## src/rtl/hetic_pkg.sv

```systemverilog
// Shared types and register-map constants for the HETI-capable interrupt controller.
package hetic_pkg;

    typedef enum logic [1:0] {
        TRIG_LEVEL_HI = 2'b00,
        TRIG_RISE     = 2'b01,
        TRIG_FALL     = 2'b10,
        TRIG_LEVEL_LO = 2'b11
    } trig_e;

    localparam int unsigned IE_BIT    = 0;
    localparam int unsigned IP_BIT    = 1;
    localparam int unsigned TRIG_LSB  = 2;
    localparam int unsigned HETI_BIT  = 4;
    localparam int unsigned NEST_BIT  = 5;
    localparam int unsigned PRIO_LSB  = 8;
    localparam int unsigned LINE_BITS = 16;

    localparam logic [31:0] THRESH_ADDR = 32'h0000_0FFC;

endpackage

```

## src/rtl/obi_bus_if.sv

```systemverilog
// Minimal OBI request/response bundle used for register access.
interface OBI_BUS #(
    parameter int unsigned AddrWidth = 32,
    parameter int unsigned DataWidth = 32
);
    logic                   req;
    logic                   gnt;
    logic [AddrWidth-1:0]   addr;
    logic                   we;
    logic [DataWidth/8-1:0] be;
    logic [DataWidth-1:0]   wdata;
    logic                   rvalid;
    logic [DataWidth-1:0]   rdata;

    modport Manager (output req, addr, we, be, wdata, input gnt, rvalid, rdata);
    modport Subordinate (input req, addr, we, be, wdata, output gnt, rvalid, rdata);
endinterface

```

## src/rtl/hetic_arb_tree.sv

```systemverilog
// Combinational max-priority compare tree; on equal priority the lower line index wins.
module hetic_arb_tree #(
    parameter int unsigned NrIrqLines = 64,
    parameter int unsigned PrioWidth  = 5,
    localparam int unsigned IrqWidth  = $clog2(NrIrqLines)
) (
    input  logic [NrIrqLines-1:0]           cand_valid,
    input  logic [NrIrqLines*PrioWidth-1:0] cand_prio,
    output logic                            win_valid,
    output logic [PrioWidth-1:0]            win_prio,
    output logic [IrqWidth-1:0]             win_id
);

    localparam int unsigned Levels = IrqWidth;

    for (genvar l = 0; l <= Levels; l++) begin : g_lvl
        localparam int unsigned Width = 2 ** (Levels - l);
        logic [Width-1:0]                vld;
        logic [Width-1:0][PrioWidth-1:0] prio;
        logic [Width-1:0][IrqWidth-1:0]  id;

        if (l == 0) begin : g_leaf
            // Leaves are padded to a power of two with never-valid entries.
            for (genvar j = 0; j < Width; j++) begin : g_node
                if (j < NrIrqLines) begin : g_real
                    assign vld[j]  = cand_valid[j];
                    assign prio[j] = cand_prio[j*PrioWidth +: PrioWidth];
                end else begin : g_pad
                    assign vld[j]  = 1'b0;
                    assign prio[j] = '0;
                end
                assign id[j] = IrqWidth'(j);
            end
        end else begin : g_cmp
            for (genvar j = 0; j < Width; j++) begin : g_node
                logic take_right;
                assign take_right = g_lvl[l-1].vld[2*j+1] &&
                                    (!g_lvl[l-1].vld[2*j] ||
                                     (g_lvl[l-1].prio[2*j+1] > g_lvl[l-1].prio[2*j]));
                assign vld[j]  = g_lvl[l-1].vld[2*j] | g_lvl[l-1].vld[2*j+1];
                assign prio[j] = take_right ? g_lvl[l-1].prio[2*j+1] : g_lvl[l-1].prio[2*j];
                assign id[j]   = take_right ? g_lvl[l-1].id[2*j+1]   : g_lvl[l-1].id[2*j];
            end
        end
    end

    assign win_valid = g_lvl[Levels].vld[0];
    assign win_prio  = g_lvl[Levels].prio[0];
    assign win_id    = g_lvl[Levels].id[0];

endmodule

```

## src/rtl/obi_hetic_arb.sv

```systemverilog
// Interrupt controller: per-line config/status behind OBI, trigger sampling,
// priority arbitration against a threshold and a registered winner with claim/ack.
module obi_hetic_arb
    import hetic_pkg::*;
#(
    parameter int unsigned NrIrqLines = 64,
    parameter int unsigned NrIrqPrios = 32,
    localparam int unsigned IrqWidth  = $clog2(NrIrqLines),
    localparam int unsigned PrioWidth = $clog2(NrIrqPrios)
) (
    input  logic                  clk_i,
    input  logic                  rst_ni,
    OBI_BUS.Subordinate           obi_sbr,
    input  logic [NrIrqLines-1:0] irq_i,
    output logic                  irq_valid_o,
    output logic                  irq_heti_o,
    output logic                  irq_nest_o,
    output logic [IrqWidth-1:0]   irq_id_o,
    output logic [PrioWidth-1:0]  irq_prio_o,
    input  logic [IrqWidth-1:0]   irq_id_i,
    input  logic                  irq_ack_i
);

    typedef struct packed {
        logic [PrioWidth-1:0] prio;
        logic                 nest;
        logic                 heti;
        trig_e                trig;
        logic                 ip;
        logic                 ie;
    } irq_line_t;

    localparam int unsigned NrWords    = NrIrqLines / 2;
    localparam logic [29:0] ThreshWord = THRESH_ADDR[31:2];

    irq_line_t               line_q [NrIrqLines];
    irq_line_t               line_d [NrIrqLines];
    logic [PrioWidth-1:0]    thresh_q, thresh_d;
    logic [NrIrqLines-1:0]   irq_q;

    logic [29:0]             word_idx;
    logic                    thresh_hit, line_hit, wr_en, rd_en;
    logic [31:0]             rd_word;
    logic                    rvalid_q;
    logic [31:0]             rdata_q;

    logic [NrIrqLines-1:0]           cand_valid;
    logic [NrIrqLines*PrioWidth-1:0] cand_prio;
    logic                            win_valid;
    logic [PrioWidth-1:0]            win_prio;
    logic [IrqWidth-1:0]             win_id;

    logic [31:0]             unused_wdata;
    logic [1:0]              unused_addr;

    function automatic logic [LINE_BITS-1:0] pack_line(irq_line_t line);
        logic [LINE_BITS-1:0] bits;
        bits                        = '0;
        bits[IE_BIT]                = line.ie;
        bits[IP_BIT]                = line.ip;
        bits[TRIG_LSB +: 2]         = line.trig;
        bits[HETI_BIT]              = line.heti;
        bits[NEST_BIT]              = line.nest;
        bits[PRIO_LSB +: PrioWidth] = line.prio;
        return bits;
    endfunction

    assign word_idx     = obi_sbr.addr[31:2];
    assign unused_addr  = obi_sbr.addr[1:0];
    assign unused_wdata = obi_sbr.wdata;
    assign thresh_hit   = (word_idx == ThreshWord);
    assign line_hit     = !thresh_hit && (word_idx < 30'(NrWords));
    assign wr_en        = obi_sbr.req && obi_sbr.we;
    assign rd_en        = obi_sbr.req && !obi_sbr.we;

    assign obi_sbr.gnt    = obi_sbr.req;
    assign obi_sbr.rvalid = rvalid_q;
    assign obi_sbr.rdata  = rdata_q;

    // ip: SW write first, then ack clear, then the trigger condition ORs back in.
    always_comb begin
        logic [15:0] half_wdata;
        logic        sel, ctrl_be, prio_be, ip_sw, ack_clr, trig_set;
        half_wdata = '0;
        sel        = 1'b0;
        ctrl_be    = 1'b0;
        prio_be    = 1'b0;
        ip_sw      = 1'b0;
        ack_clr    = 1'b0;
        trig_set   = 1'b0;
        for (int unsigned i = 0; i < NrIrqLines; i++) begin
            sel        = wr_en && line_hit && (word_idx == 30'(i / 2));
            half_wdata = obi_sbr.wdata[16*(i%2) +: 16];
            ctrl_be    = obi_sbr.be[2*(i%2)];
            prio_be    = obi_sbr.be[2*(i%2)+1];
            line_d[i]  = line_q[i];
            ip_sw      = line_q[i].ip;
            if (sel && ctrl_be) begin
                line_d[i].ie   = half_wdata[IE_BIT];
                ip_sw          = half_wdata[IP_BIT];
                line_d[i].trig = trig_e'(half_wdata[TRIG_LSB +: 2]);
                line_d[i].heti = half_wdata[HETI_BIT];
                line_d[i].nest = half_wdata[NEST_BIT];
            end
            if (sel && prio_be) begin
                line_d[i].prio = half_wdata[PRIO_LSB +: PrioWidth];
            end
            ack_clr  = irq_ack_i && (irq_id_i == IrqWidth'(i)) && line_q[i].ip && line_q[i].ie;
            trig_set = 1'b0;
            case (line_q[i].trig)
                TRIG_LEVEL_HI: trig_set = irq_i[i];
                TRIG_RISE:     trig_set = irq_i[i] && !irq_q[i];
                TRIG_FALL:     trig_set = !irq_i[i] && irq_q[i];
                TRIG_LEVEL_LO: trig_set = !irq_i[i];
            endcase
            line_d[i].ip = trig_set | (ip_sw & ~ack_clr);
        end
    end

    always_comb begin
        thresh_d = thresh_q;
        if (wr_en && thresh_hit && obi_sbr.be[0]) begin
            thresh_d = obi_sbr.wdata[PrioWidth-1:0];
        end
    end

    always_comb begin
        rd_word = '0;
        if (thresh_hit) begin
            rd_word[PrioWidth-1:0] = thresh_q;
        end else if (line_hit) begin
            for (int unsigned w = 0; w < NrWords; w++) begin
                if (word_idx == 30'(w)) begin
                    rd_word = {pack_line(line_q[2*w+1]), pack_line(line_q[2*w])};
                end
            end
        end
    end

    always_ff @(posedge clk_i or negedge rst_ni) begin
        if (!rst_ni) begin
            for (int unsigned i = 0; i < NrIrqLines; i++) begin
                line_q[i] <= '0;
            end
            thresh_q <= '0;
            irq_q    <= '0;
            rvalid_q <= 1'b0;
            rdata_q  <= '0;
        end else begin
            line_q   <= line_d;
            thresh_q <= thresh_d;
            irq_q    <= irq_i;
            rvalid_q <= obi_sbr.req;
            rdata_q  <= rd_en ? rd_word : '0;
        end
    end

    always_comb begin
        cand_valid = '0;
        cand_prio  = '0;
        for (int unsigned i = 0; i < NrIrqLines; i++) begin
            cand_valid[i]                       = line_q[i].ie & line_q[i].ip;
            cand_prio[i*PrioWidth +: PrioWidth] = line_q[i].prio;
        end
    end

    hetic_arb_tree #(
        .NrIrqLines (NrIrqLines),
        .PrioWidth  (PrioWidth)
    ) u_arb_tree (
        .cand_valid (cand_valid),
        .cand_prio  (cand_prio),
        .win_valid  (win_valid),
        .win_prio   (win_prio),
        .win_id     (win_id)
    );

    // With no candidate only valid drops; the last winner's id/prio/heti/nest are held.
    always_ff @(posedge clk_i or negedge rst_ni) begin
        if (!rst_ni) begin
            irq_valid_o <= 1'b0;
            irq_heti_o  <= 1'b0;
            irq_nest_o  <= 1'b0;
            irq_id_o    <= '0;
            irq_prio_o  <= '0;
        end else if (win_valid) begin
            irq_valid_o <= (win_prio > thresh_q);
            irq_heti_o  <= line_q[win_id].heti;
            irq_nest_o  <= line_q[win_id].nest;
            irq_id_o    <= win_id;
            irq_prio_o  <= win_prio;
        end else begin
            irq_valid_o <= 1'b0;
        end
    end

endmodule
```

## src/flat_wrapper.sv

```systemverilog
// flat-port wrapper written by rule: the top's interface ports become plain ports
module obi_hetic_arb_flat import hetic_pkg::*;
#(
    parameter int unsigned NrIrqLines = 64,
    parameter int unsigned NrIrqPrios = 32,
    localparam int unsigned IrqWidth  = $clog2(NrIrqLines),
    localparam int unsigned PrioWidth = $clog2(NrIrqPrios)
)
  (clk_i, rst_ni, irq_i, irq_valid_o, irq_heti_o, irq_nest_o, irq_id_o, irq_prio_o, irq_id_i, irq_ack_i, obi_sbr_req, obi_sbr_addr, obi_sbr_we, obi_sbr_be, obi_sbr_wdata, obi_sbr_gnt, obi_sbr_rvalid, obi_sbr_rdata);
  OBI_BUS obi_sbr_i ();
  input  logic clk_i;
  input  logic rst_ni;
  input  logic [NrIrqLines-1:0] irq_i;
  output logic irq_valid_o;
  output logic irq_heti_o;
  output logic irq_nest_o;
  output logic [IrqWidth-1:0] irq_id_o;
  output logic [PrioWidth-1:0] irq_prio_o;
  input  logic [IrqWidth-1:0] irq_id_i;
  input  logic irq_ack_i;
  input wire logic [$bits(obi_sbr_i.req)-1:0] obi_sbr_req;
  input wire logic [$bits(obi_sbr_i.addr)-1:0] obi_sbr_addr;
  input wire logic [$bits(obi_sbr_i.we)-1:0] obi_sbr_we;
  input wire logic [$bits(obi_sbr_i.be)-1:0] obi_sbr_be;
  input wire logic [$bits(obi_sbr_i.wdata)-1:0] obi_sbr_wdata;
  output wire logic [$bits(obi_sbr_i.gnt)-1:0] obi_sbr_gnt;
  output wire logic [$bits(obi_sbr_i.rvalid)-1:0] obi_sbr_rvalid;
  output wire logic [$bits(obi_sbr_i.rdata)-1:0] obi_sbr_rdata;
  assign obi_sbr_i.req = obi_sbr_req;
  assign obi_sbr_i.addr = obi_sbr_addr;
  assign obi_sbr_i.we = obi_sbr_we;
  assign obi_sbr_i.be = obi_sbr_be;
  assign obi_sbr_i.wdata = obi_sbr_wdata;
  assign obi_sbr_gnt = obi_sbr_i.gnt;
  assign obi_sbr_rvalid = obi_sbr_i.rvalid;
  assign obi_sbr_rdata = obi_sbr_i.rdata;
  obi_hetic_arb #(.NrIrqLines(NrIrqLines), .NrIrqPrios(NrIrqPrios)) u_core (.clk_i(clk_i), .rst_ni(rst_ni), .obi_sbr(obi_sbr_i), .irq_i(irq_i), .irq_valid_o(irq_valid_o), .irq_heti_o(irq_heti_o), .irq_nest_o(irq_nest_o), .irq_id_o(irq_id_o), .irq_prio_o(irq_prio_o), .irq_id_i(irq_id_i), .irq_ack_i(irq_ack_i));
endmodule
```

## config.mk

```make
export PLATFORM = sky130hd
export DESIGN_NAME = obi_hetic_arb_flat
export DESIGN_NICKNAME = d
export VERILOG_FILES = /design/src/rtl/hetic_pkg.sv /design/src/rtl/obi_bus_if.sv /design/src/rtl/hetic_arb_tree.sv /design/src/rtl/obi_hetic_arb.sv /design/src/flat_wrapper.sv
export SDC_FILE = /design/constraint.sdc
export NUM_CORES = 2
export LEC_CHECK = 0
export CORE_ASPECT_RATIO = 1.4
export CORE_UTILIZATION = 30
export DETAILED_ROUTE_END_ITERATION = 12
export GPL_TIMING_DRIVEN = 0
export SYNTH_ARGS = -nofsm -noshare
export SYNTH_HDL_FRONTEND = slang
export SYNTH_SLANG_ARGS = --single-unit
```

## constraint.sdc

```tcl
create_clock -name clk_i -period 17.5 [get_ports clk_i]
set_input_delay 1.75 -clock clk_i [delete_from_list [all_inputs] [get_ports clk_i]]
set_output_delay 1.75 -clock clk_i [all_outputs]
set_load 0.03 [all_outputs]
```

==> qor.csv <==
stage;metric;value;unit
yosys;syn_inst;5319;
run_status;violations;capacitance limit, slew limit;
job;maxCapViolCount;6;
place;gp_congestion;1.04;
sta;finalSetupViolations;0;
sta;setup_tns;0;ps
critical_path;worstSetupEndpointType;flip-flop;
min_path;worstHoldPathType;reg2reg;
power_and_ir_drop;power_density;70.2;nW/um^2
critical_path;max_stage_delay;1150;ps
place;place_hpwl;201000;um
floorplan;start_util;0.301;
critical_path;cp.arrival;17200;ps
sta;slew_violations;65;
routing;totalWireLength;254000;um
sta;rsz0062_at_grt;no;
yosys;syn_area_per_cell;9.62;sq um
power_and_ir_drop;p_sw;0.00104;W
routing;vias_per_cell;5.85;
cts;htree_levels;3;
floorplan;rows;179;
final_layout;finalNonFillerCells;7935;
yosys;ys_async_sr_fraction;1.00;
yosys;synth_area;51200;sq um
yosys;ys_seq_elements;810;
critical_path;required;18170;ps
sta;finalHoldViolations;0;
routing;wl_per_cell;32.0;um
sta;max-slew-margin-rel;-0.0826;
power_and_ir_drop;pwr-share-comb;0.051;
cts;clk_pin_slew;70;ps
power_and_ir_drop;internal_power;0.00312;W
place;portBuffers;166;
run_status;status;finished, violations left;
yosys;yosysUniqueCellTypes;104;
global_routing;grt_max_degree;115;
cts;cts.sinks;810;
final_layout;drive_gt1_frac;0.161;
floorplan;io_pins;191;
floorplan;die_h;491;um
critical_path;cpMostUsedCell;o21ai_0;
power_and_ir_drop;vdd_drop_max;0.0843;mV
yosys;synth_top_cell_area_share;0.396;
min_path;hold_start;u_core.irq_prio_o[1]$_DFFE_PN0P_;
routing;drt_iter0_markers;5358;
power_and_ir_drop;total_leakage_power;27.5;nW
cts;cts_made_buffers;87;
cts;worst_skew_pair.late_latency;750;ps
cts;cts_root_buffer;clkbuf_16;
cts;clockBufferDepth;3;
sta;worst_slew_pin_slew;1620;ps
final_layout;regArea;20300;sq um
yosys;synth_edf_count;0;
floorplan;core-area;170000;sq um
critical_path;critical-path-slowest-cell;o221ai_1;
routing;antenna_left;0;
critical_path;timing.rr.start;u_core.cand_prio[126]$_DFFE_PN0P_;
power_and_ir_drop;clkPwrFrac;0.496;
critical_path;crit_fanout;11;
routing;first_pass_iters;8;
sta;min_period;16530;ps
final_layout;area_delta_synth_final;15.7;%
power_and_ir_drop;p_seq_frac;0.453;
floorplan;die_x;351;um
sta;whs;464;ps
critical_path;crit_start;u_core.cand_prio[126]$_DFFE_PN0P_;
routing;drc;0;
global_routing;grt.total_usage;0.291;
routing;dr_total_vias;46400;
cts;hold_buffers;0;
power_and_ir_drop;swShare;0.250;
power_and_ir_drop;p_total;0.00416;W
final_layout;multi_input_area;29000;sq um
place;post-place-cells;7770;
global_routing;overflow;0;
critical_path;critical_path_class;reg2reg;
final_layout;fin_nets;6043;
cts;tritoncts;yes;
global_routing;grt_pass1_vias;45200;
sta;finalClockSkew;39.2;ps
floorplan;dieArea;172000;sq um
yosys;synthTopCellsByArea;dfrtp_1 40%, mux2_2 14%, ha_1 7.3%, mux2i_1 4.9%, nand2_1 4.3%;
final_layout;fill_cells;17400;
final_layout;fin_util;0.349;
critical_path;start_kind;flip-flop;
sta;finalCritPeriodShare;0.945;
yosys;synth-main-ff-cell;dfrtp_1;
global_routing;antenna_found_initial;23;
yosys;synth_seq_area_share;0.396;
yosys;yosysTopAreaCell;dfrtp_1;
yosys;yosys_warnings;0;
global_routing;grt_pass1_wl;351000;um
sta;timing.fmax;60.5;MHz
[worst paths after layout]
path / end / slack [ps] / cells past startpoint
max: u_core.irq_heti_o$_DFFE_PN0P_ / 970 / 67
min: u_core.irq_prio_o[1]$_DFFE_PN0P_ / 460 / 2
max reg2reg: u_core.irq_heti_o$_DFFE_PN0P_ / 970 / 67
min reg2reg: u_core.irq_prio_o[1]$_DFFE_PN0P_ / 460 / 2
max in group asynchronous: u_core.cand_prio[164]$_DFFE_PN0P_ / 13780 / 5
min in group asynchronous: u_core.obi_sbr.rdata[16]$_DFF_PN0_ / 1000 / 1
[per-stage QoR]
stage                     instance area, sq um  setup slack [ps]
after floorplan                          51200              5180
after global placement                   55700            -23090
after detailed placement                 56000               814
after CTS                                59100               781
after global routing                     59200              39.5
final                                    59200               970
[cell type report]
cell class,instances,area share
plain buffers,221,0.0159
clock inverters,36,0.00974
clock buffers,119,0.0427
flip-flops and latches,810,0.342
multi-input cells,4025,0.490
diodes,6,0.000254
well taps,2262,0.0478
inverters,272,0.0172
repair buffers,184,0.0335
[power by group through the flow]
stage                     Sequential, W  Combinational (W)  Clock, W
final                           0.00188           0.000212   0.00206
after detailed placement        0.00192           0.000207         0
after global placement          0.00193           0.000200         0
after floorplan                 0.00192          0.0000554         0
after global routing            0.00188           0.000222   0.00214
after CTS                       0.00188           0.000207   0.00207
[logic make-up after synthesis]
family,Yosys count,synth area share
XOR/XNOR,10,0.00171
AO/OA/AOI/OAI,1275,0.166
other,1,0.0000733
flip-flops,810,0.396
multiplexers,899,0.192
buffers and inverters,493,0.0383
adder cells (fa/ha/maj),305,0.0743
AND/OR/NAND/NOR,1526,0.132
[flip-flops by register name (all words and copies together) (netlist names)]
| register | count |
|---|---|
| u_core.line_q | 384 |
| u_core.irq_heti_o | 1 |
| u_core.irq_valid_o | 1 |
| u_core.thresh_q | 5 |
| u_core.cand_prio | 320 |
| u_core.irq_id_o | 6 |
| u_core.irq_q | 64 |
| u_core.obi_sbr.rdata | 22 |
| u_core.obi_sbr.rvalid | 1 |
| u_core.irq_prio_o | 5 |
| u_core.irq_nest_o | 1 |
[layer usage]
layer	share of wire	GRT usage
met5	0.00029	0
met4	0.11	0.268
met3	0.081	0.0653
met2	0.45	0.458
met1	0.35	0.325
[cells in the final DEF, fill, tap and decap left out, types with 23 or more instances in the layout]
cell	n
mux2_2	638
mux2i_1	253
and2_1	23
a211oi_1	28
nand2_1	583
ha_1	299
dfrtp_1	808
a22o_1	48
inv_1	272
clkbuf_8	23
a31oi_1	27
nor3_1	74
nand3_1	66
and3_1	28
o221ai_1	27
o21ai_0	306
clkbuf_16	87
clkdlybuf4s50_1	165
nand4_1	60
clkbuf_1	195
nand2b_1	47
a222oi_1	23
o22ai_1	45
a21oi_1	328
nor2_1	502
o21a_1	69
a22oi_1	82
nor2b_1	63
a221oi_1	78
[cells in the mapped netlist (all sizes together) (6+ instances only)]
| library cell | number |
|---|---|
| o31ai | 9 |
| o21bai | 18 |
| a311oi | 8 |
| a2111oi | 6 |
| o22ai | 45 |
| a22oi | 82 |
| and4 | 11 |
| nor3 | 78 |
| o31a | 11 |
| a211o | 8 |
| nor4 | 12 |
| nand2b | 47 |
| mux2 | 643 |
| a31o | 10 |
| nand3 | 67 |
| a21oi | 330 |
| a221oi | 83 |
| a211oi | 36 |
| and2 | 25 |
| or2 | 13 |
| or3 | 11 |
| a221o | 10 |
| nand4 | 60 |
| o21ai | 325 |
| buf | 35 |
| inv | 272 |
| nor2 | 509 |
| o22a | 6 |
| o221ai | 28 |
| maj3 | 6 |
| o21a | 69 |
| o32ai | 19 |
| a21o | 16 |
| a31oi | 28 |
| ha | 299 |
| o211ai | 22 |
| mux2i | 254 |
| clkbuf | 186 |
| and3 | 28 |
| nor2b | 63 |
| dfrtp | 810 |
| xnor2 | 8 |
| a22o | 48 |
| a222oi | 23 |
| nand2 | 585 |
[what timing repair did]
item | 4_1_cts | 5_1_grt
hold endpoints to repair | 0 | 0
setup buffers | 0 | 4
gates resized for setup | 0 | 7
endpoints found under the setup margin | 0 | 3
[critical path, delay by kind of cell, from the launching register on]
family / cells / cell delay, ps
AOI/OAI and AO/OA: 34 / 8470
adders and majority gates: 7 / 2130
and+or+nand+nor: 17 / 1990
muxes: 4 / 1810
buffers and inverters: 5 / 1550
DFF: 1 / 450
Power figures use the tool's default switching activity.
